### src/rtl/cpu_mem_pkg.sv
// Shared CPU/memory definitions: default bus widths,
// arbiter state encoding and grant encoding.
package cpu_mem_pkg;

  localparam int ADDR_W = 16;
  localparam int DATA_W = 32;

  typedef enum logic [1:0] {
    IDLE  = 2'd0,
    ISSUE = 2'd1,
    RESP  = 2'd2
  } arb_state_e;

  typedef enum logic [1:0] {
    GNT_NONE = 2'b00,
    GNT_IF   = 2'b01,
    GNT_D    = 2'b10
  } gnt_e;

endpackage

### src/rtl/mem_port_arbiter_if.sv
// Requester and memory-side signals of the unified memory port.
// slave = arbiter view, master = CPU/memory environment view.
interface mem_port_arbiter_if
  import cpu_mem_pkg::*;
#(
  parameter int AW = ADDR_W,
  parameter int DW = DATA_W
);

  logic          if_req;
  logic [AW-1:0] if_addr;
  logic [DW-1:0] if_rdata;
  logic          if_ack;

  logic          d_req;
  logic          d_we;
  logic [AW-1:0] d_addr;
  logic [DW-1:0] d_wdata;
  logic [DW-1:0] d_rdata;
  logic          d_ack;

  logic          mem_req;
  logic          mem_we;
  logic [AW-1:0] mem_addr;
  logic [DW-1:0] mem_wdata;
  logic [DW-1:0] mem_rdata;
  logic          mem_ack;

  modport slave (
    input  if_req, if_addr,
    output if_rdata, if_ack,
    input  d_req, d_we, d_addr, d_wdata,
    output d_rdata, d_ack,
    output mem_req, mem_we, mem_addr, mem_wdata,
    input  mem_rdata, mem_ack
  );

  modport master (
    output if_req, if_addr,
    input  if_rdata, if_ack,
    output d_req, d_we, d_addr, d_wdata,
    input  d_rdata, d_ack,
    input  mem_req, mem_we, mem_addr, mem_wdata,
    output mem_rdata, mem_ack
  );

endinterface

### src/rtl/arb_pick.sv
// Combinational winner select. Fixed D-over-IF priority by default;
// ARB_ROUND_ROBIN_EN alternates on a tie using the last grant.
module arb_pick
  import cpu_mem_pkg::*;
(
  input  logic if_req_i,
  input  logic d_req_i,
  input  gnt_e last_i,
  output gnt_e win_o
);

`ifdef ARB_ROUND_ROBIN_EN
  always_comb begin
    win_o = GNT_NONE;
    if (d_req_i && if_req_i)
      win_o = (last_i == GNT_D) ? GNT_IF : GNT_D;
    else if (d_req_i)
      win_o = GNT_D;
    else if (if_req_i)
      win_o = GNT_IF;
  end
`else
  logic unused_last;
  assign unused_last = ^last_i;

  always_comb begin
    win_o = GNT_NONE;
    if (d_req_i)
      win_o = GNT_D;
    else if (if_req_i)
      win_o = GNT_IF;
  end
`endif

endmodule

### src/rtl/mem_port_arbiter.sv
// Serializes IF and data requests onto one memory port.
// Optional ARB_ROUND_ROBIN_EN selects round-robin arbitration.
module mem_port_arbiter
  import cpu_mem_pkg::*;
#(
  parameter int ADDR_W = cpu_mem_pkg::ADDR_W,
  parameter int DATA_W = cpu_mem_pkg::DATA_W
)(
  input  logic               clk,
  input  logic               reset,
  mem_port_arbiter_if.slave  bus,
  output logic [1:0]         arb_state,
  output logic [1:0]         grant
);

  arb_state_e        state_q, state_d;
  gnt_e              grant_q, grant_d;
  gnt_e              win;
  gnt_e              last_q;
  logic              mem_req_q, mem_req_d;
  logic              mem_we_q, mem_we_d;
  logic [ADDR_W-1:0] mem_addr_q, mem_addr_d;
  logic [DATA_W-1:0] mem_wdata_q, mem_wdata_d;
  logic [DATA_W-1:0] if_rdata_q, if_rdata_d;
  logic [DATA_W-1:0] d_rdata_q, d_rdata_d;

`ifdef ARB_ROUND_ROBIN_EN
  gnt_e last_d;

  always_comb begin
    last_d = last_q;
    if (state_q == IDLE && win != GNT_NONE)
      last_d = win;
  end

  always_ff @(posedge clk) begin
    if (reset) last_q <= GNT_IF;
    else       last_q <= last_d;
  end
`else
  assign last_q = GNT_IF;
`endif

  arb_pick u_pick (
    .if_req_i (bus.if_req),
    .d_req_i  (bus.d_req),
    .last_i   (last_q),
    .win_o    (win)
  );

  always_comb begin
    state_d     = state_q;
    grant_d     = grant_q;
    mem_req_d   = mem_req_q;
    mem_we_d    = mem_we_q;
    mem_addr_d  = mem_addr_q;
    mem_wdata_d = mem_wdata_q;
    if_rdata_d  = if_rdata_q;
    d_rdata_d   = d_rdata_q;
    case (state_q)
      IDLE: begin
        grant_d = GNT_NONE;
        if (win != GNT_NONE) begin
          grant_d   = win;
          mem_req_d = 1'b1;
          state_d   = ISSUE;
          if (win == GNT_D) begin
            mem_we_d    = bus.d_we;
            mem_addr_d  = bus.d_addr;
            mem_wdata_d = bus.d_wdata;
          end else begin
            mem_we_d    = 1'b0;
            mem_addr_d  = bus.if_addr;
            mem_wdata_d = '0;
          end
        end
      end
      ISSUE: begin
        if (bus.mem_ack) begin
          if (!mem_we_q) begin
            if (grant_q == GNT_IF)
              if_rdata_d = bus.mem_rdata;
            else
              d_rdata_d = bus.mem_rdata;
          end
          mem_req_d = 1'b0;
          state_d   = RESP;
        end
      end
      RESP: begin
        state_d = IDLE;
        grant_d = GNT_NONE;
      end
      default: begin
        state_d   = IDLE;
        grant_d   = GNT_NONE;
        mem_req_d = 1'b0;
      end
    endcase
  end

  // reset has priority over a same-cycle mem_ack
  always_ff @(posedge clk) begin
    if (reset) begin
      state_q     <= IDLE;
      grant_q     <= GNT_NONE;
      mem_req_q   <= 1'b0;
      mem_we_q    <= 1'b0;
      mem_addr_q  <= '0;
      mem_wdata_q <= '0;
      if_rdata_q  <= '0;
      d_rdata_q   <= '0;
    end else begin
      state_q     <= state_d;
      grant_q     <= grant_d;
      mem_req_q   <= mem_req_d;
      mem_we_q    <= mem_we_d;
      mem_addr_q  <= mem_addr_d;
      mem_wdata_q <= mem_wdata_d;
      if_rdata_q  <= if_rdata_d;
      d_rdata_q   <= d_rdata_d;
    end
  end

  assign bus.mem_req   = mem_req_q;
  assign bus.mem_we    = mem_we_q;
  assign bus.mem_addr  = mem_addr_q;
  assign bus.mem_wdata = mem_wdata_q;
  assign bus.if_rdata  = if_rdata_q;
  assign bus.d_rdata   = d_rdata_q;
  assign bus.if_ack    = (state_q == RESP) && (grant_q == GNT_IF);
  assign bus.d_ack     = (state_q == RESP) && (grant_q == GNT_D);
  assign arb_state     = state_q;
  assign grant         = grant_q;

endmodule

### src/flat_wrapper.sv
// flat-port wrapper written by rule: the top's interface ports become plain ports
module mem_port_arbiter_flat import cpu_mem_pkg::*;
#(
  parameter int ADDR_W = cpu_mem_pkg::ADDR_W,
  parameter int DATA_W = cpu_mem_pkg::DATA_W
)
  (clk, reset, arb_state, grant, bus_if_req, bus_if_addr, bus_if_rdata, bus_if_ack, bus_d_req, bus_d_we, bus_d_addr, bus_d_wdata, bus_d_rdata, bus_d_ack, bus_mem_req, bus_mem_we, bus_mem_addr, bus_mem_wdata, bus_mem_rdata, bus_mem_ack);
  mem_port_arbiter_if bus_i ();
  input  logic clk;
  input  logic reset;
  output logic [1:0] arb_state;
  output logic [1:0] grant;
  input wire logic [$bits(bus_i.if_req)-1:0] bus_if_req;
  input wire logic [$bits(bus_i.if_addr)-1:0] bus_if_addr;
  output wire logic [$bits(bus_i.if_rdata)-1:0] bus_if_rdata;
  output wire logic [$bits(bus_i.if_ack)-1:0] bus_if_ack;
  input wire logic [$bits(bus_i.d_req)-1:0] bus_d_req;
  input wire logic [$bits(bus_i.d_we)-1:0] bus_d_we;
  input wire logic [$bits(bus_i.d_addr)-1:0] bus_d_addr;
  input wire logic [$bits(bus_i.d_wdata)-1:0] bus_d_wdata;
  output wire logic [$bits(bus_i.d_rdata)-1:0] bus_d_rdata;
  output wire logic [$bits(bus_i.d_ack)-1:0] bus_d_ack;
  output wire logic [$bits(bus_i.mem_req)-1:0] bus_mem_req;
  output wire logic [$bits(bus_i.mem_we)-1:0] bus_mem_we;
  output wire logic [$bits(bus_i.mem_addr)-1:0] bus_mem_addr;
  output wire logic [$bits(bus_i.mem_wdata)-1:0] bus_mem_wdata;
  input wire logic [$bits(bus_i.mem_rdata)-1:0] bus_mem_rdata;
  input wire logic [$bits(bus_i.mem_ack)-1:0] bus_mem_ack;
  assign bus_i.if_req = bus_if_req;
  assign bus_i.if_addr = bus_if_addr;
  assign bus_if_rdata = bus_i.if_rdata;
  assign bus_if_ack = bus_i.if_ack;
  assign bus_i.d_req = bus_d_req;
  assign bus_i.d_we = bus_d_we;
  assign bus_i.d_addr = bus_d_addr;
  assign bus_i.d_wdata = bus_d_wdata;
  assign bus_d_rdata = bus_i.d_rdata;
  assign bus_d_ack = bus_i.d_ack;
  assign bus_mem_req = bus_i.mem_req;
  assign bus_mem_we = bus_i.mem_we;
  assign bus_mem_addr = bus_i.mem_addr;
  assign bus_mem_wdata = bus_i.mem_wdata;
  assign bus_i.mem_rdata = bus_mem_rdata;
  assign bus_i.mem_ack = bus_mem_ack;
  mem_port_arbiter #(.ADDR_W(ADDR_W), .DATA_W(DATA_W)) u_core (.clk(clk), .reset(reset), .bus(bus_i), .arb_state(arb_state), .grant(grant));
endmodule
### config.mk
export PLATFORM = sky130hd
export DESIGN_NAME = mem_port_arbiter_flat
export DESIGN_NICKNAME = d
export VERILOG_FILES = /design/src/rtl/cpu_mem_pkg.sv /design/src/rtl/mem_port_arbiter_if.sv /design/src/rtl/arb_pick.sv /design/src/rtl/mem_port_arbiter.sv /design/src/flat_wrapper.sv
export SDC_FILE = /design/constraint.sdc
export NUM_CORES = 1
export LEC_CHECK = 0
export CORE_ASPECT_RATIO = 0.9
export CORE_MARGIN = 3
export CORE_UTILIZATION = 45
export CTS_CLUSTER_DIAMETER = 80
export DETAILED_ROUTE_END_ITERATION = 10
export PLACE_DENSITY = 0.89
export SETUP_SLACK_MARGIN = 0.1
export SYNTH_ARGS = -nofsm -noshare
export SYNTH_HDL_FRONTEND = slang
export SYNTH_HIERARCHICAL = 1
export SYNTH_SLANG_ARGS = --single-unit
export TNS_END_PERCENT = 100
### constraint.sdc
create_clock -name clk -period 2.4 [get_ports clk]
set_clock_uncertainty 0.15 [all_clocks]
set_input_delay 0.36 -clock clk [delete_from_list [all_inputs] [get_ports clk]]
set_output_delay 0.36 -clock clk [all_outputs]
set_load 0.005 [all_outputs]
### Word-level counts from Yosys, hierarchy flattened

Cells that the tools add are included.

* register bits after elaboration: 118
* input bits: 102
* output and inout port bits: 120
* word-level logic and storage cells: 40

* equality and inequality tests: 7
* mux-type cells: 13
* bitwise operators: 3
* reductions and logical operators: 9

Operators with widths (count)
* two-way mux 32 bit: 1
* two-way mux 16 bit: 1
* two-way mux 2 bit: 4
* case mux 2 bit (2 select lines): 2
* AND reduction 4 bit: 2
* equality test 2 bit (second input constant): 3
* equality test 2 x 1 -> 1 bit (second input constant): 2
* two-way mux 1 bit: 4
* AND reduction 2 bit: 2
* inverter 1 bit: 3
* case mux 1 bit (3 select lines): 1
* AND reduction 3 bit: 1
* logical AND 1 bit: 2
* zero test 2 bit: 1
* != test 2 x 1 -> 1 bit (second input constant): 1
* != test 2 bit (second input constant): 1
* nonzero test 2 bit: 1

### Logic depth before layout (Yosys ltp)

Gate-level depths: netlist of the first run.

* depth after elaboration: 5
* gate-level depth with buffers: 6
* gate-level depth less buffers: 4

### Hierarchy

The synthesis of the first run kept the hierarchy.

Modules (own cells, without submodules)
* mem_port_arbiter: instances 1, cells each 492, area an instance 4839.6 um^2, sequential area each 2362.3 um^2
* arb_pick: instances 1, cells each 2, area an instance 21.3 um^2, sequential area each 0.0 um^2

### Least setup slack after synthesis of the first run

Ideal clock, no wire load.

* kind: input port to flip-flop
* start point: input bus_d_req
* end point: register u_core.mem_addr_q[10], in the netlist u_core/bus.mem_addr[10]
* setup time: 134 ps
* arrival: 1260 ps
* required time: 2116 ps
* slack: 856 ps
* stages: 6
* path buffers: 3
* cell sequence: buf_4 > or2_2 > buf_2 > buf_2 > a21oi_1 > a211oi_1

* word-level cells in the longest chain between the ends: 3
* elaborated cells on any way between the ends: 5
* those cells by class: 1 x eq/ne; 2 x mux; 2 x reduce/logical

RTL lines
* start: declaration: line flat_wrapper.sv:17 `input wire logic [$bits(bus_i.d_req)-1:0] bus_d_req;`
* two-way mux 2 bit *: line arb_pick.sv:28 `if (d_req_i)`
* equality test 2 bit or nonzero test 2 bit (tied branches): line mem_port_arbiter.sv:67, mem_port_arbiter.sv:63
* two-way mux 16 bit or AND reduction 2 bit (tied branches)
* end signal: assignment: line mem_port_arbiter.sv:118 `mem_addr_q <= mem_addr_d;`
* end: declaration: line mem_port_arbiter.sv:22 `logic [ADDR_W-1:0] mem_addr_q, mem_addr_d;`

Mark *: on every way between the ends. The rest lies on a longest branch, timed or not.
A chain may end at the register's enable or synchronous reset.

### Worst setup path in the final report of the first run

* start point: register u_core.grant_q[0], in the netlist u_core/grant[0]
* end point: output bus_if_ack

* word-level cells in the longest chain between the ends: 2

RTL lines
* start: declaration: line mem_port_arbiter.sv:17 `gnt_e grant_q, grant_d;`
* start signal: assignment: line mem_port_arbiter.sv:115 `grant_q <= grant_d;`
* equality test 2 x 1 -> 1 bit: line mem_port_arbiter.sv:131 `assign bus.if_ack = (state_q == RESP) && (grant_q == GNT_IF);`
* logical AND 1 bit: line mem_port_arbiter.sv:131
* end: declaration: line flat_wrapper.sv:16 `output wire logic [$bits(bus_i.if_ack)-1:0] bus_if_ack;`

No other way between the ends.

==> results of run 1 <==
-- critical path: cells and delay by family (launching register included) --
family / cells / cell delay [ps]
DFF: 1 / 380
buffers and inverters: 1 / 550
and+or+nand+nor: 2 / 380
-- worst min path at each step --
stage / slack, ps / endpoint / from / cells past startpoint
after global routing: 340 / u_core/bus.mem_wdata[7] / u_core/bus.mem_wdata[7] / 2
final: 320 / u_core/bus.mem_req / u_core/bus.mem_req / 2
after floorplan: 300 / u_core/bus.mem_req / u_core/bus.mem_req / 2
after CTS: 320 / u_core/bus.mem_req / u_core/bus.mem_req / 2
after global placement: 300 / u_core/bus.mem_req / u_core/bus.mem_req / 2
after detailed placement: 310 / u_core/bus.mem_req / u_core/bus.mem_req / 2
-- per-stage QoR --
| step | power (µW) | std cells |
|---|---|---|
| 6_report | 5420 | 841 |
| 5_1_grt | 5620 | 841 |
| 4_1_cts | 5460 | 841 |
| 3_5_place_dp | 2900 | 809 |
| 3_3_place_gp | 2870 | 809 |
| 2_1_floorplan | 2460 | 492 |
-- where the power goes --
part           switching [µW]  internal, µW  total [µW]  leakage [µW]
logic                     296           448         744       0.00168
registers                59.7          2060        2120      0.000962
clock network             867          1690        2560      0.000290
total                    1220          4200        5420       0.00293
-- registers in the layout, summed over array words and instances (netlist names) --
| name | flops |
|---|---|
| u_core/bus.mem_req | 1 |
| u_core/grant | 2 |
| u_core/bus.if_rdata | 32 |
| u_core/bus.d_rdata | 32 |
| u_core/bus.mem_wdata | 32 |
| u_core/arb_state | 2 |
| u_core/bus.mem_addr | 16 |
| u_core/bus.mem_we | 1 |
-- routing by layer --
| metal | up-vias | track usage (%) |
|---|---|---|
| met3 | 32 | 7.39 |
| met1 | 1995 | 24.7 |
| met2 | 150 | 40.8 |
| li1 | 2088 | - |
| met5 | - | 0 |
| met4 | 0 | 9.89 |
-- area by class of cell --
class | instances | share of cell area, %
timing repair buffer | 230 | 30.1
clock inverter | 11 | 1.92
clock buffer | 21 | 5.95
tap | 129 | 2.09
sequential | 118 | 30.5
multi-input combinational | 332 | 29.4
-- what timing repair did --
item	CTS	global route
resized for setup	2	2
hold buffers	0	0
endpoints found under the setup margin	2	12
setup buffers	0	0
==> results.md, run 1 <==
* Die Area at 0.0121 mm²
* DIE WIDTH at roughly 120 µm
* Initial Util at a little under half
* Reg-to-reg setup timing slack at 640 ps
* Met3 WL post-DR at approximately 900 µm
* Final HPWL DP at slightly above 10000 µm
* Syn Nets at 594
* CP required at around 1900 ps
* Vias at 4265
* DR WL/cell at about 17 µm
* Tcrit/Tclk final at between 90 and 100%
* Launch point of the worst path: u_core/grant[0]
* Pre-CTS WS at -201 ps
* Clock Pin Slew Worst Setup and Hold Paths at about 50 ps
* Most common cell after layout, fill and taps aside: clkdlybuf4s50_1
* Highest metal used: met4
* Depth of the worst register-to-register path at 3
* Grt total ovfl at 0
* Number of setup violations in the final report at 0
* CP peak stage delay at ~550 ps
* Multi-input logic area at 0.00228 mm²
* Met2 WL at approximately 7400 µm
* Final hold slack at between 300 and 400 ps
* Critical path arrival at 1700 ps
* Slowest-stage cell, CP: clkdlybuf4s50_1
* Height of the die at approximately 100 µm
* Initial DRT Pass Iterations at 4
* Finished Core Util at approximately three quarters
* Reg2Reg Launch Point: u_core/arb_state[0]
* FILL cells at between 700 and 800
* TNS Setup at 0 ps
* DR vias/cell at approximately 5
* WS Path Type: flip-flop to output port
* RD Place Congestion at just under 0.8
* Final Max Tran Viols at 0
* Worst slew margin at around half
* Unrepaired setup endpoints after global routing: false
* Avg Inst Size Synth at about 9.9 µm²
* Final ANT Viol Nets at 0
* Worst Max-Slew Pin Slew at ~740 ps
* Max_cap viols at 0
* Outcome: finished, final reports clean
* Syn Std Cell Area at roughly 0.0049 mm²
* # port buffers at ~220
* Post-Syn Instances at 492
* Clock root buffer: clkbuf_16
* Share of post-route cells with drive strength above 1 at approximately 7.4%
* All-Layer GR Usage at a little under a quarter
* DP Area at roughly 0.007 mm²
* Pleak at ~0.003 µW
* Setup crit start kind: flip-flop
* CTS tree: built
* Cts bufs inserted at 17
* Commonest cells after routing, fill and taps aside: 220 x clkdlybuf4s50_1, 116 x dfxtp_1, 97 x nand2b_1
* Cell Pwr Density at 700 mW/mm²
* Post-route cell area at ~0.0077 mm²
* Vias in the first global route at between 4k and 5k
* Synth warn at 6
* Skew-Pair Late Insertion Delay at 390 ps
* Min Tclk post-route at between 2000 and 2500 ps
* Initial DRC Count at between 150 and 200
* Nets@finish at roughly 800
* Final wirelength at approximately 14000 µm
* Setup crit end kind: output port
* N_diodes at 0
* Register area at ~0.0024 mm²
* Placeable core area at slightly above 0.01 mm²
* Crit path cell chain: nand2b_1 -> nor3b_2 -> clkdlybuf4s50_1
* M1 WL at approximately 5400 µm
* CTS Sinks at approximately 120
* CP max FO at 4
* Row Count at 35
* DRC at 0
* Final hold vios at 0
* Area Overhead vs Synth at 59.5%
* Crit path capture: bus_if_ack
* Worst reg2reg endpoint: u_core/bus.mem_addr[5]
* Initial antenna violation count at 0
* Largest net degree at the start of global routing at 62
* Final setup margin at 193 ps
* Clock tree buffer depth at 2
* First-pass GRT wire length at 22100 µm
* H-tree Lvls at 4
* Max Freq at about 450 MHz
* # IOs at between 200 and 250
* Peak supply drop at between 0.0006 and 0.0007 V
* HP Class: flip-flop to flip-flop
No activity file was read; power rests on OpenSTA's default activity.
==> run 2, diff against run 1 <==
--- a/config.mk
+++ b/config.mk
@@ -7,10 +7,11 @@
 export LEC_CHECK = 0
 export CORE_ASPECT_RATIO = 0.9
 export CORE_MARGIN = 3
-export CORE_UTILIZATION = 45
+export CORE_UTILIZATION = 46
+export CTS_BUF_LIST = sky130_fd_sc_hd__clkbuf_2 sky130_fd_sc_hd__clkbuf_4 sky130_fd_sc_hd__clkbuf_8
 export CTS_CLUSTER_DIAMETER = 80
 export DETAILED_ROUTE_END_ITERATION = 10
-export PLACE_DENSITY = 0.89
+export PLACE_DENSITY = 0.91
 export SETUP_SLACK_MARGIN = 0.1
 export SYNTH_ARGS = -nofsm -noshare
 export SYNTH_HDL_FRONTEND = slang
==> results.md, run 2 (same netlist as run 1, synthesis figures left out) <==
* Number of setup violations in the final report at 0
* CP peak stage delay at roughly 540 ps
* WS Path Type: flip-flop to output port
* DRC at 0
* Pre-CTS WS at roughly 300 ps
* Most common cell after layout, fill and taps aside: clkdlybuf4s50_1
* Unrepaired setup endpoints after global routing: false
* All-Layer GR Usage at 24.8%
* Final ANT Viol Nets at 0
* Max_cap viols at 0
* Nets@finish at 804
* Setup crit start kind: flip-flop
* Area Overhead vs Synth at 56.6%
* Die Area at around 0.012 mm²
* Height of the die at ~100 µm
* # IOs at approximately 220
* Clock tree buffer depth at 2
* Final wirelength at approximately 14000 µm
* CTS Sinks at roughly 120
* Crit path cell chain: buf_4 -> clkdlybuf4s50_1
* Largest net degree at the start of global routing at 94
* CTS tree: built
* Initial DRC Count at 227
* Slowest-stage cell, CP: clkdlybuf4s50_1
* Clock root buffer: clkbuf_8
* Cell Pwr Density at 646 mW/mm²
* Min Tclk post-route at a little over 2000 ps
* Placed cells at approximately 810
* Setup bufs post-CTS at 0
* DR WL/cell at 17.1 µm
* Share of post-route cells with drive strength above 1 at between 7 and 8%
* First-pass GRT wire length at ~23000 µm
* Setup crit end kind: output port
* Worst Max-Slew Pin Slew at 819 ps
* Worst slew margin at 45.4%
* Vias in the first global route at around 4.6k
* Critical path arrival at 1500 ps
* Initial DRT Pass Iterations at 7
* Initial Util at about half
* H-tree Lvls at 4
* Clock Pin Slew Worst Setup and Hold Paths at roughly 70 ps
* Max Freq at roughly 500 MHz
* Cts bufs inserted at 17
* Placeable core area at roughly 0.010 mm²
* CP max FO at 7
* Pleak at around 0.0029 µW
* HP Class: primary input to flip-flop
* Final Max Tran Viols at 0
* Non-Filler Instances at around 840
* Row Count at 34
* Final hold vios at 0
* # port buffers at 221
* N_diodes at 0
* Final setup margin at roughly 390 ps
* Tcrit/Tclk final at a little over four fifths
* Peak supply drop at approximately 0.00045 V
* RD Place Congestion at between 0.7 and 0.8
* Outcome: finished, final reports clean
* TNS Setup at 0 ps
* Vias at roughly 4.4k
* Grt total ovfl at 0
* CP required at 1890 ps
* Total power at 4910 µW
* Final HPWL DP at 10300 µm
* Commonest cells after routing, fill and taps aside: 218 x clkdlybuf4s50_1, 116 x dfxtp_1, 97 x nand2b_1
* Initial antenna violation count at 0
* DIE WIDTH at roughly 110 µm
* Skew-Pair Late Insertion Delay at about 440 ps
* DR vias/cell at roughly 5.2
[run 2: per-layer routing]
| metal | up-vias | share of wire [%] | track usage (%) |
|---|---|---|---|
| li1 | 2096 | - | - |
| met1 | 2060 | 38 | 26.6 |
| met2 | 187 | 50 | 42.6 |
| met3 | 31 | 9.1 | 11.3 |
| met4 | 0 | 2.8 | 10.6 |
| met5 | - | 0 | 0 |
[run 2: power breakdown]
group          internal [µW]  switching [µW]  leakage, µW  total, µW
clock network           1260             780     0.000231       2040
logic                    452             306      0.00171        757
registers               2050            55.8     0.000962       2110
total                   3770            1140      0.00291       4910
[run 2: layout make-up]
| cell class | instances | area, µm² |
|---|---|---|
| Tap cell | 126 | 158 |
| Multi-Input combinational cell | 332 | 2280 |
| Sequential cell | 118 | 2360 |
| Clock buffer | 26 | 352 |
| Timing Repair Buffer | 233 | 2340 |
| Clock inverter | 6 | 110 |
| Fill cell | 688 | 2350 |
[run 2: critical path, delay by kind of cell, from the launching register on]
family                 cells  cell delay [ps]
buffers and inverters      2              710
DFF                        1              370
[run 2: timing repair]
item	4_1_cts	5_1_grt
gates cloned	0	0
resized for setup	4	1
hold buffers	0	0
setup endpoints to repair	2	1
pin swaps	0	0
[run 2: final timing paths]
path | startpoint | end | slack (ps) | cells after the start
min reg2reg | u_core/bus.mem_req | u_core/bus.mem_req | 320 | 2
min | reset | u_core/bus.d_rdata[11] | 230 | 3
max reg2reg | u_core/arb_state[0] | u_core/bus.mem_addr[11] | 450 | 4
max | u_core/arb_state[1] | arb_state[1] | 390 | 2
[run 2: metrics by stage]
step | hold slack [ps] | utilization, % | instance area, µm²
after floorplan | 303 | - | 4850
after global placement | 296 | 71.6 | 7130
after detailed placement | 310 | 71.6 | 7130
after CTS | 208 | 76.3 | 7600
after global routing | 250 | 76.3 | 7600
final | 232 | 76.3 | 7600
==> run 3, diff against run 2 <==
--- a/config.mk
+++ b/config.mk
@@ -7,11 +7,11 @@
 export LEC_CHECK = 0
 export CORE_ASPECT_RATIO = 0.9
 export CORE_MARGIN = 3
-export CORE_UTILIZATION = 46
+export CORE_UTILIZATION = 43
 export CTS_BUF_LIST = sky130_fd_sc_hd__clkbuf_2 sky130_fd_sc_hd__clkbuf_4 sky130_fd_sc_hd__clkbuf_8
 export CTS_CLUSTER_DIAMETER = 80
 export DETAILED_ROUTE_END_ITERATION = 10
-export PLACE_DENSITY = 0.91
+export PLACE_DENSITY = 0.86
 export SETUP_SLACK_MARGIN = 0.1
 export SYNTH_ARGS = -nofsm -noshare
 export SYNTH_HDL_FRONTEND = slang
==> constraint.sdc (replaced) <==
create_clock -name clk -period 2 [get_ports clk]
set_clock_uncertainty 0.15 [all_clocks]
set_input_delay 0.3 -clock clk [delete_from_list [all_inputs] [get_ports clk]]
set_output_delay 0.3 -clock clk [all_outputs]
set_load 0.005 [all_outputs]
==> results.md, run 3 (same netlist as run 1, synthesis figures left out) <==
* Outcome: finished, final reports clean
* Area Overhead vs Synth at 58.0%
* Initial antenna violation count at 0
* Clock root buffer: clkbuf_8
* Die Area at around 0.013 mm²
* Final hold vios at 0
* Family with the most delay on the worst path: buffers and inverters
* Skew-Pair Late Insertion Delay at approximately 430 ps
* Initial Util at around 45%
* Final hold slack at about 160 ps
* Slowest-stage cell, CP: clkdlybuf4s50_1
* Critical path arrival at about 1400 ps
* Unrepaired setup endpoints after global routing: true
* Final HPWL DP at between 10000 and 15000 µm
* CTS tree: built
* Cell Pwr Density at about 750 mW/mm²
* Clock Pin Slew Worst Setup and Hold Paths at roughly 80 ps
* Depth of the worst register-to-register path at 3
* Worst Max-Slew Pin Slew at 681 ps
* H-tree Lvls at 4
* DR vias/cell at roughly 5.0
* Final wirelength at approximately 14000 µm
* Pleak at between 0.002 and 0.003 µW
* Most common cell after layout, fill and taps aside: clkdlybuf4s50_1
* All-Layer GR Usage at a little over a fifth
* Vias in the first global route at roughly 4.4k
* Initial DRC Count at between 100 and 150
* Largest net degree at the start of global routing at 49
* Setup bufs post-CTS at 0
* Hold Path Stages at 3
* Grt total ovfl at 0
* Hold_buf cts at 0
* DRC at 0
* Max_cap viols at 0
* Min Tclk post-route at between 1500 and 2000 ps
* DR WL/cell at ~16 µm
* Crit path cell chain: clkdlybuf4s50_1
* N_diodes at 0
* Worst slew margin at 54.6%
* DIE WIDTH at approximately 120 µm
* Placeable core area at roughly 0.011 mm²
* CP max FO at 4
* Vias at 4332
* HP Class: primary input to flip-flop
* Share of post-route cells with drive strength above 1 at 8.48%
* # IOs at roughly 220
* CP peak stage delay at ~550 ps
* CP required at ~1600 ps
* Number of setup violations in the final report at 0
* Setup crit end kind: output port
* Tcrit/Tclk final at roughly nine tenths
* CTS Sinks at 118
* RD Place Congestion at just under 0.8
* Cts bufs inserted at 17
* Worst path depth at 1
* Height of the die at 107 µm
* # port buffers at ~220
* Final Max Tran Viols at 0
* Nets@finish at around 800
* Initial DRT Pass Iterations at 4
* Buf+Inv Stages, Crit Path at 1
* Commonest cells after routing, fill and taps aside: 216 x clkdlybuf4s50_1, 116 x dfxtp_1, 97 x nand2b_1
* FILL cells at around 840
* TNS Setup at 0 ps
* Clock tree buffer depth at 2
* Peak supply drop at around 0.0006 V
* Max Freq at approximately 550 MHz
* Final ANT Viol Nets at 0
* WS Path Type: flip-flop to output port
* First-pass GRT wire length at 22100 µm
* Row Count at 36
* Setup crit start kind: flip-flop
run 3: timing repair:
item,in CTS,in global routing
cloned,0,0
pin swaps,0,0
setup endpoints to repair,20,2
resized for setup,8,3
run 3: tightest hold or removal path: stages:
cell and delay, ps:
buf_4 210, nand2b_1 130, mux2i_1 50
run 3: where the power goes:
part           total, µW  switching, µW  internal (µW)
Clock               2340           1030           1310
Combinational        918            366            552
Sequential          2530           68.4           2460
Total               5790           1460           4330
run 3: stage by stage:
stage / instances / setup WS, ps / cell area [µm²] / util, % / power (µW)
6_report: 871 / 182 / 7670 / 70.4 / 5790
5_1_grt: 871 / 99.4 / 7670 / 70.4 / 6010
4_1_cts: 871 / 118 / 7660 / 70.3 / 5840
2_1_floorplan: 492 / 484 / 4850 / - / 2960
3_3_place_gp: 839 / -180 / 7230 / 66.3 / 3470
3_5_place_dp: 839 / -309 / 7230 / 66.3 / 3500
run 3: area by class of cell:
type                    instances  area (µm²)  share of cell area [%]
well taps                     152         190                    2.48
flip-flops and latches        118        2370                    30.9
multi-input cells             332        2280                    29.7
repair buffers                237        2400                    31.3
clock buffers                  19         262                    3.41
clock inverters                13         171                    2.24
run 3: path summary, 6_finish.rpt:
kind	startpoint	endpoint	slack, ps
max	u_core/grant[0]	grant[0]	180
min	reset	u_core/bus.if_rdata[7]	160
max reg2reg	u_core/arb_state[0]	u_core/bus.mem_addr[1]	280
min reg2reg	u_core/arb_state[1]	u_core/arb_state[1]	320
run 3: metal layers:
metal / vias up / part of all wire [%] / global-route usage, % / routed length, µm
met5: - / 0 / 0 / 0
met4: 0 / 2.4 / 9.21 / 336
met3: 34 / 8.5 / 9.65 / 1210
met2: 160 / 51 / 38.9 / 7160
met1: 2026 / 38 / 22.6 / 5430
li1: 2112 / - / - / -
